<file path="src/rtl/group_result.sv">
// Consumer of group_mac result words: buffers one GROUP_NB-lane word, rescales each lane to image fixed point and streams the lanes out one per beat.
// Optional GROUP_RESULT_RELU_EN clamps negative converted lanes to zero.
module group_result #(
  parameter int GROUP_NB  = 4,
  parameter int IMG_WIDTH = 16,
  parameter int KER_WIDTH = 8,
  parameter int KER_FIXED = 4
) (
  input  logic                                          clk,
  input  logic                                          rst,
  input  logic [GROUP_NB*(IMG_WIDTH+KER_WIDTH+1)-1:0]   result,
  input  logic                                          result_val,
  output logic                                          result_rdy,
  output logic [IMG_WIDTH-1:0]                          str_data,
  output logic                                          str_last,
  output logic                                          str_val,
  input  logic                                          str_rdy
);

  localparam int RES_W = IMG_WIDTH + KER_WIDTH + 1;
  localparam int BUF_W = GROUP_NB * RES_W;
  localparam int IDX_W = (GROUP_NB > 1) ? $clog2(GROUP_NB) : 1;
  localparam logic [IDX_W-1:0] LAST_IDX = IDX_W'(GROUP_NB - 1);

  localparam int RND_SH = (KER_FIXED > 0) ? KER_FIXED - 1 : 0;
  localparam logic [RES_W:0] RND = (KER_FIXED > 0) ? ((RES_W+1)'(1) << RND_SH) : '0;
  localparam logic signed [RES_W:0] SAT_HI = (RES_W+1)'((64'sd1 <<< (IMG_WIDTH - 1)) - 64'sd1);
  localparam logic signed [RES_W:0] SAT_LO = -SAT_HI - (RES_W+1)'(1);

  localparam logic S_IDLE = 1'b0;
  localparam logic S_SEND = 1'b1;

  logic                 state_q, state_d;
  logic                 result_rdy_q, result_rdy_d;
  logic [BUF_W-1:0]     buf_q, buf_d;
  logic [IDX_W-1:0]     idx_q, idx_d;
  logic                 str_val_q, str_val_d;
  logic                 str_last_q, str_last_d;
  logic [IMG_WIDTH-1:0] str_data_q, str_data_d;

  // Round half up, arithmetic shift, then saturate to the signed image width.
  function automatic logic [IMG_WIDTH-1:0] conv(input logic [RES_W-1:0] x);
    logic signed [RES_W:0] ext;
    logic signed [RES_W:0] sum;
    logic signed [RES_W:0] y;
    logic [IMG_WIDTH-1:0]  r;
    ext = {x[RES_W-1], x};
    sum = ext + $signed(RND);
    y   = sum >>> KER_FIXED;
    if (y > SAT_HI) begin
      r = {1'b0, {(IMG_WIDTH-1){1'b1}}};
    end else if (y < SAT_LO) begin
      r = {1'b1, {(IMG_WIDTH-1){1'b0}}};
    end else begin
      r = y[IMG_WIDTH-1:0];
    end
`ifdef GROUP_RESULT_RELU_EN
    if (r[IMG_WIDTH-1]) begin
      r = '0;
    end
`else
`endif
    return r;
  endfunction

  always_comb begin
    state_d      = state_q;
    result_rdy_d = result_rdy_q;
    buf_d        = buf_q;
    idx_d        = idx_q;
    str_val_d    = str_val_q;
    str_last_d   = str_last_q;
    str_data_d   = str_data_q;
    case (state_q)
      S_IDLE: begin
        if (result_val && result_rdy_q) begin
          // Lane 0 is converted straight from the input so it is presented the cycle after capture.
          buf_d        = result;
          idx_d        = '0;
          state_d      = S_SEND;
          result_rdy_d = 1'b0;
          str_val_d    = 1'b1;
          str_last_d   = (GROUP_NB == 1);
          str_data_d   = conv(result[RES_W-1:0]);
        end
      end
      S_SEND: begin
        if (str_val_q && str_rdy) begin
          if (idx_q != LAST_IDX) begin
            idx_d      = idx_q + IDX_W'(1);
            str_data_d = conv(buf_q[int'(idx_d)*RES_W +: RES_W]);
            str_last_d = (idx_d == LAST_IDX);
          end else begin
            str_val_d    = 1'b0;
            str_last_d   = 1'b0;
            state_d      = S_IDLE;
            result_rdy_d = 1'b1;
          end
        end
      end
      default: begin
        state_d = S_IDLE;
      end
    endcase
  end

  always_ff @(posedge clk or posedge rst) begin
    if (rst) begin
      state_q      <= S_IDLE;
      result_rdy_q <= 1'b1;
      buf_q        <= '0;
      idx_q        <= '0;
      str_val_q    <= 1'b0;
      str_last_q   <= 1'b0;
      str_data_q   <= '0;
    end else begin
      state_q      <= state_d;
      result_rdy_q <= result_rdy_d;
      buf_q        <= buf_d;
      idx_q        <= idx_d;
      str_val_q    <= str_val_d;
      str_last_q   <= str_last_d;
      str_data_q   <= str_data_d;
    end
  end

  assign result_rdy = result_rdy_q;
  assign str_val    = str_val_q;
  assign str_last   = str_last_q;
  assign str_data   = str_data_q;

endmodule

</file>
<file path="config.mk">
export PLATFORM = sky130hd
export DESIGN_NAME = group_result
export DESIGN_NICKNAME = d
export VERILOG_FILES = /design/src/rtl/group_result.sv
export SDC_FILE = /design/constraint.sdc
export NUM_CORES = 1
export LEC_CHECK = 0
export ABC_AREA = 1
export BUFFER_PORTS_ARGS = -buffer_cell sky130_fd_sc_hd__buf_4
export CORE_MARGIN = 4
export CORE_UTILIZATION = 50
export DETAILED_ROUTE_END_ITERATION = 6
export GPL_ROUTABILITY_DRIVEN = 0
export GPL_TIMING_DRIVEN = 0
export PLACE_DENSITY = 0.69
export SYNTH_ARGS = -nofsm -noshare
export SYNTH_HDL_FRONTEND = slang
export SYNTH_SLANG_ARGS = --single-unit
</file>
<file path="constraint.sdc">
create_clock -name clk -period 3.9 [get_ports clk]
set_input_delay 0.585 -clock clk [delete_from_list [all_inputs] [get_ports clk]]
set_output_delay 0.585 -clock clk [all_outputs]
set_load 0.05 [all_outputs]
</file>
======== Word-level counts from Yosys, hierarchy flattened ========
Cells that the tools add are included.
W data, S select, Z words.
operators by class
  $add $sub $neg .......................... 3
  multiply operators ...................... 1
  divide/modulo/power cells ............... 0
  magnitude comparators ................... 4
  equal/unequal tests ..................... 6
  shift-type cells ........................ 1
  muxes and demuxes ....................... 27
  bitwise operators ....................... 1
  reduce and logical (&&, ||, !) cells .... 6
operator list
  kind                     number
  $mux W16                 7
  $shiftx A100 B8 Y25      1
  $add A25 B5 Y26 const B  2
  $gt A22 B16 Y1 const B   2
  $lt A22 B16 Y1 const B   2
  $pmux W16 S2             1
  $mux W1                  11
  $pmux W1 S2              4
  $mul A2 B5 Y7 const B    1
  $mux W2                  3
  $ne A2 B2 Y1 const B     3
  $reduce_and A3 Y1        2
  $ne A2 B1 Y1 const B     2
  $pmux W2 S2              1
  $reduce_and A2 Y1        2
  $add A2 B1 Y2 const B    1
  $eq A2 B2 Y1 const B     1
  $logic_and A1 B1 Y1      2
  $not A1 Y1               1
storage, ports and cells
  flip-flop bits (word level) ............. 122
  bits in latches ......................... 0
  RAM bits ................................ 0
  memory bits (read-only) ................. 0
  bits of input ports ..................... 104
  output and inout bits ................... 19
  logic and storage cells ................. 56
  memories kept ........................... 0

======== Longest topological paths before layout ========
  word-level depth ........................ 10
  mapped depth ............................ 25
  depth with buffers taken out ............ 21

======== Least setup slack after synthesis ========
OpenSTA, ideal clock, no wires.
  kind .................................... reg2reg
  from .................................... register idx_q[0]
  to ...................................... register str_data_q[3] (netlist: str_data[3])
  setup time .............................. 0.066 ns
  arrival time ............................ 2.935 ns
  data required time ...................... 3.834 ns
  path slack .............................. 0.899 ns
  stages on the path, launching flop included .. 24
  path buffers ............................ 4
  period minus slack after synthesis ...... 3.001 ns
  path through ............................ dfrtp_1 -> inv_2 -> buf_2 -> ha_1 -> buf_4 -> buf_2 -> o211ai_1 -> nand2_1 -> ha_1 -> nand3_1 -> nor2_1 -> nand3_2 -> nor2_2 -> nand3_1 -> nand2_1 -> nand2_1 -> nor2_1 -> nand2_1 -> nand2_2 -> buf_6 -> nand2_1 -> nand2_1 -> nand3_1 -> nand2_1
between the ends
  word-level cells in the longest chain between the ends .. 10
  elaborated cells between the ends (all ways) .. 14
  classes of those cells .................. 2 x add/sub; 1 x mul; 2 x order compare; 2 x eq/ne; 1 x shift; 5 x mux; 1 x reduce/logical
ends and longest elaborated chain
  what                    RTL line  source
  from (decl)             36        logic [IDX_W-1:0] idx_q, idx_d;
  from (signal assigned)  120       idx_q <= idx_d;
  $add A2 B1 Y2           90        idx_d = idx_q + IDX_W'(1);
  $mul A2 B5 Y7           91        str_data_d = conv(buf_q[int'(idx_d)*RES_W +: RES_W]);
  $shiftx A100 B8 Y25     91
  $add A25 B5 Y26         48        sum = ext + $signed(RND);
  $lt A22 B16 Y1          52        end else if (y < SAT_LO) begin
  $mux W16                52
  $mux W16                50        if (y > SAT_HI) begin
  $mux W16                89        if (idx_q != LAST_IDX) begin
  $mux W16                88        if (str_val_q && str_rdy) begin
  $pmux W16 S2            74        case (state_q)
  to (signal assigned)    123       str_data_q <= str_data_d;
  to (decl)               39        logic [IMG_WIDTH-1:0] str_data_q, str_data_d;
Parallel ways exist; a longest one is shown, timed or not. The select of a mux whose other input is x is not followed.
A chain may end at the register's enable or synchronous reset.

======== Final worst setup path ========
  from .................................... register idx_q[0]
  to ...................................... register str_data_q[2] (netlist: str_data[2])
The elaborated chain is that of the path after synthesis.

==> impl_metrics.ini <==
[yosys]
synthDistinctLibCells = 33
synth_compound_area_frac = 0.0375
yosysMostFrequentCell = nand2_1
yosys-top-cells-area = dfrtp_1 (43%), nand2_1 (29%), nand3_1 (5.7%)
synth_top_family_by_area = simple AND/OR/NAND/NOR gates
syn_inst = 925
synth_fa_ha_area_frac = 0.00785
ys_top_cells_by_count = nand2_1 (490), dfrtp_1 (109), nand3_1 (72)
synth_xor_xnor_area_share = 0.0371
synth_edf_count = 0
ys_ff_latch = 110
synth_top_area_share = 0.428
ys_seq_area_frac = 0.432
synthArstFlopShare = 1.00
synth_warnings = 0
synth-simple-area-share = 0.420
synth_top_flop_cell = dfrtp_1
synthesis.nets = 1033
syn-cell-area_sq_um = 6370
synth.avg_cell_area_sq_um = 6.89
synth_top_area_cell = dfrtp_1
synthMuxAreaShare = 0

[clock_network]
cts_max_level = 3
hold_buffers = 0
cts_buffers = 9
cts_root_buf = clkbuf_16
clkTransAtPathRegs_ns = 0.07
cts_tree = done
clk_path_buf_depth = 2
clk_latency_ns = 0.36
clock-sinks = 110

[sta]
relSlewSlack = 0.473
hold_viol_final = 0
maxClockFrequency_mhz = 278
worst_pin_slew_ns = 0.791
setup_viol = 0
rsz0062_at_grt = no
post-route-period-util = 0.924
finalCriticalPeriod_ns = 3.60
drv_slew = 0
fin_skew_ns = 0.00716

[power]
power.leakage_nw = 4.06
power.density_nw_per_um2 = 290
switching_share = 0.233
p_sw_mw = 0.524
seq_power_share = 0.507
peakVddDrop_mv = 0.213
power_frac_comb = 0.067
intPower_mw = 1.72
pwr-share-clk = 0.426
p_total_mw = 2.25

[cells_and_area]
n_antenna_cell = 0
final-seq-area_sq_um = 2760
final_cell_area_sq_um = 7740
nFillCells = 1190
multiInputGateArea_sq_um = 3200
fin_nets = 1154
fin_util = 0.631
syn_to_final_growth_pct = 21.5
layout-drive-gt1-share = 0.171

[worst_setup_path]
crit_chain = inv_4, ha_1, buf_4, buf_2, o211ai_1, nand2_1, ha_1, nand3_1, nor2_1, nand3_2, nor2_2, nand3_1, nand2_1, nand2_1, nor2_1, nand2_1, nand2_2, buf_6, nand2_1, nand2_1, nand3_1, nand2_1
worstPathArrival_ns = 3.90
cpMostUsedCell = nand2_1
crit_path_start_kind = flip-flop
crit_slowest_cell = dfrtp_2
crit_fanout = 17
end_kind = flip-flop
crit_required_ns = 4.20
path_class = reg2reg
slowest_delay_ns = 0.46

[global_route]
grt_antenna_before_repair = 0
grt_pass1_vias = 5855
grt_util_all_layers = 0.270
grt_pass1_wl_mm = 30.4
grt_max_degree = 66
overflow = 0

[hold_path]
hold_path_class = in2async

[drt]
drtIter0Drc = 446
wl_per_cell_um = 15.5
drc = 0
via_count = 6195
dr.pass1.iters = 7
antenna_left = 0
via_per_inst = 5.08
drt_wl_total_mm = 18.9

[placement]
numPortBuffers = 110
postPlaceCellArea_sq_um = 7440
dpl.hpwl_mm = 15.1

[floorplanning]
rows = 40
die_w_um = 121
die_area_sq_um = 14600
die_height_um = 121
core-area_sq_um = 12300
initial_core_util = 0.520
boundaryPins = 123

[status]
status = finished clean

[flow_run]
maxCapViolations = 0
[layout make-up]
cell class | count | area share
tap | 168 | 0.0271
clock inverter | 6 | 0.00970
sequential | 110 | 0.356
buffer | 39 | 0.0288
timing repair buffer | 111 | 0.110
clock buffer | 10 | 0.0296
multi-input combinational | 725 | 0.414
inverter | 50 | 0.0249
[metal layers]
layer	routed length, um	track usage	part of all wire
met5	0	0	0
met4	627	0.110	0.033
met3	1310	0.0471	0.069
met2	8490	0.411	0.45
met1	8470	0.383	0.45
[cells by family (layout without fill, tap and decap cells)]
logic type | after synthesis | in the layout
AO/OA/AOI/OAI | 41 | 41
XOR/XNOR | 27 | 27
adder cells (fa/ha/maj) | 4 | 4
buffers and inverters | 90 | 216
flip-flops | 110 | 110
AND/OR/NAND/NOR | 653 | 653
[path summary, 6_finish.rpt]
| kind | cells after the start | slack [ns] | to | startpoint |
|---|---|---|---|---|
| min in group clk | 3 | 0.41 | buf_q[80] | result[80] |
| min reg2reg | 2 | 0.48 | str_data[2] | str_data[2] |
| max reg2reg | 22 | 0.30 | str_data[2] | idx_q[0] |
| max in group asynchronous | 3 | 2.80 | buf_q[17] | rst |
| min | 2 | 0.39 | buf_q[37] | rst |
| max | 22 | 0.30 | str_data[2] | idx_q[0] |
[stage by stage]
stage                     hold slack [ns]  cells  setup TNS, ns  worst slack (ns)
after global routing                0.411   1219              0           0.00342
final                               0.391   1219              0             0.297
after floorplan                     0.444    925              0             0.414
after detailed placement            0.466   1204              0             0.164
after global placement              0.463   1203         -87.88            -0.818
after CTS                           0.406   1220              0             0.102
[cell usage in the layout, fill, tap and decap left out, types with 10 or more instances in the layout]
cell,instances
dfrtp_1,108
inv_1,45
xor2_1,22
nor2_1,44
buf_4,115
clkbuf_1,21
nand3_1,72
nand4_1,10
nor2_2,13
nand2_1,490
o21ai_0,26
[power groups by stage]
stage               Clock (mW)  Sequential, mW  Combinational, mW
CTS                      0.973            1.14              0.152
finish                   0.958            1.14              0.151
global placement             0            1.16              0.147
global route              1.02            1.14              0.168
detailed placement           0            1.16              0.152
floorplan                    0            1.16             0.0523
[flip-flops by register name, summed over array words and instances (netlist names)]
signal      flops
result_rdy      1
str_data       16
str_val         1
str_last        1
state_q         1
buf_q          88
idx_q           2
[worst max-delay path: cells and delay by family, from the launching register on]
family          cells  cell delay (ns)
simple gates       15             1.71
buf+inv             4             0.68
fa+ha+maj           2             0.57
compound gates      1             0.12
flops               1             0.46
[what timing repair did]
action | CTS | global route
endpoints found under the setup margin | 0 | 15
hold endpoints to repair | 0 | 0
resized for setup | 0 | 3
setup buffers | 0 | 0
(Power assumes the default switching activity.)
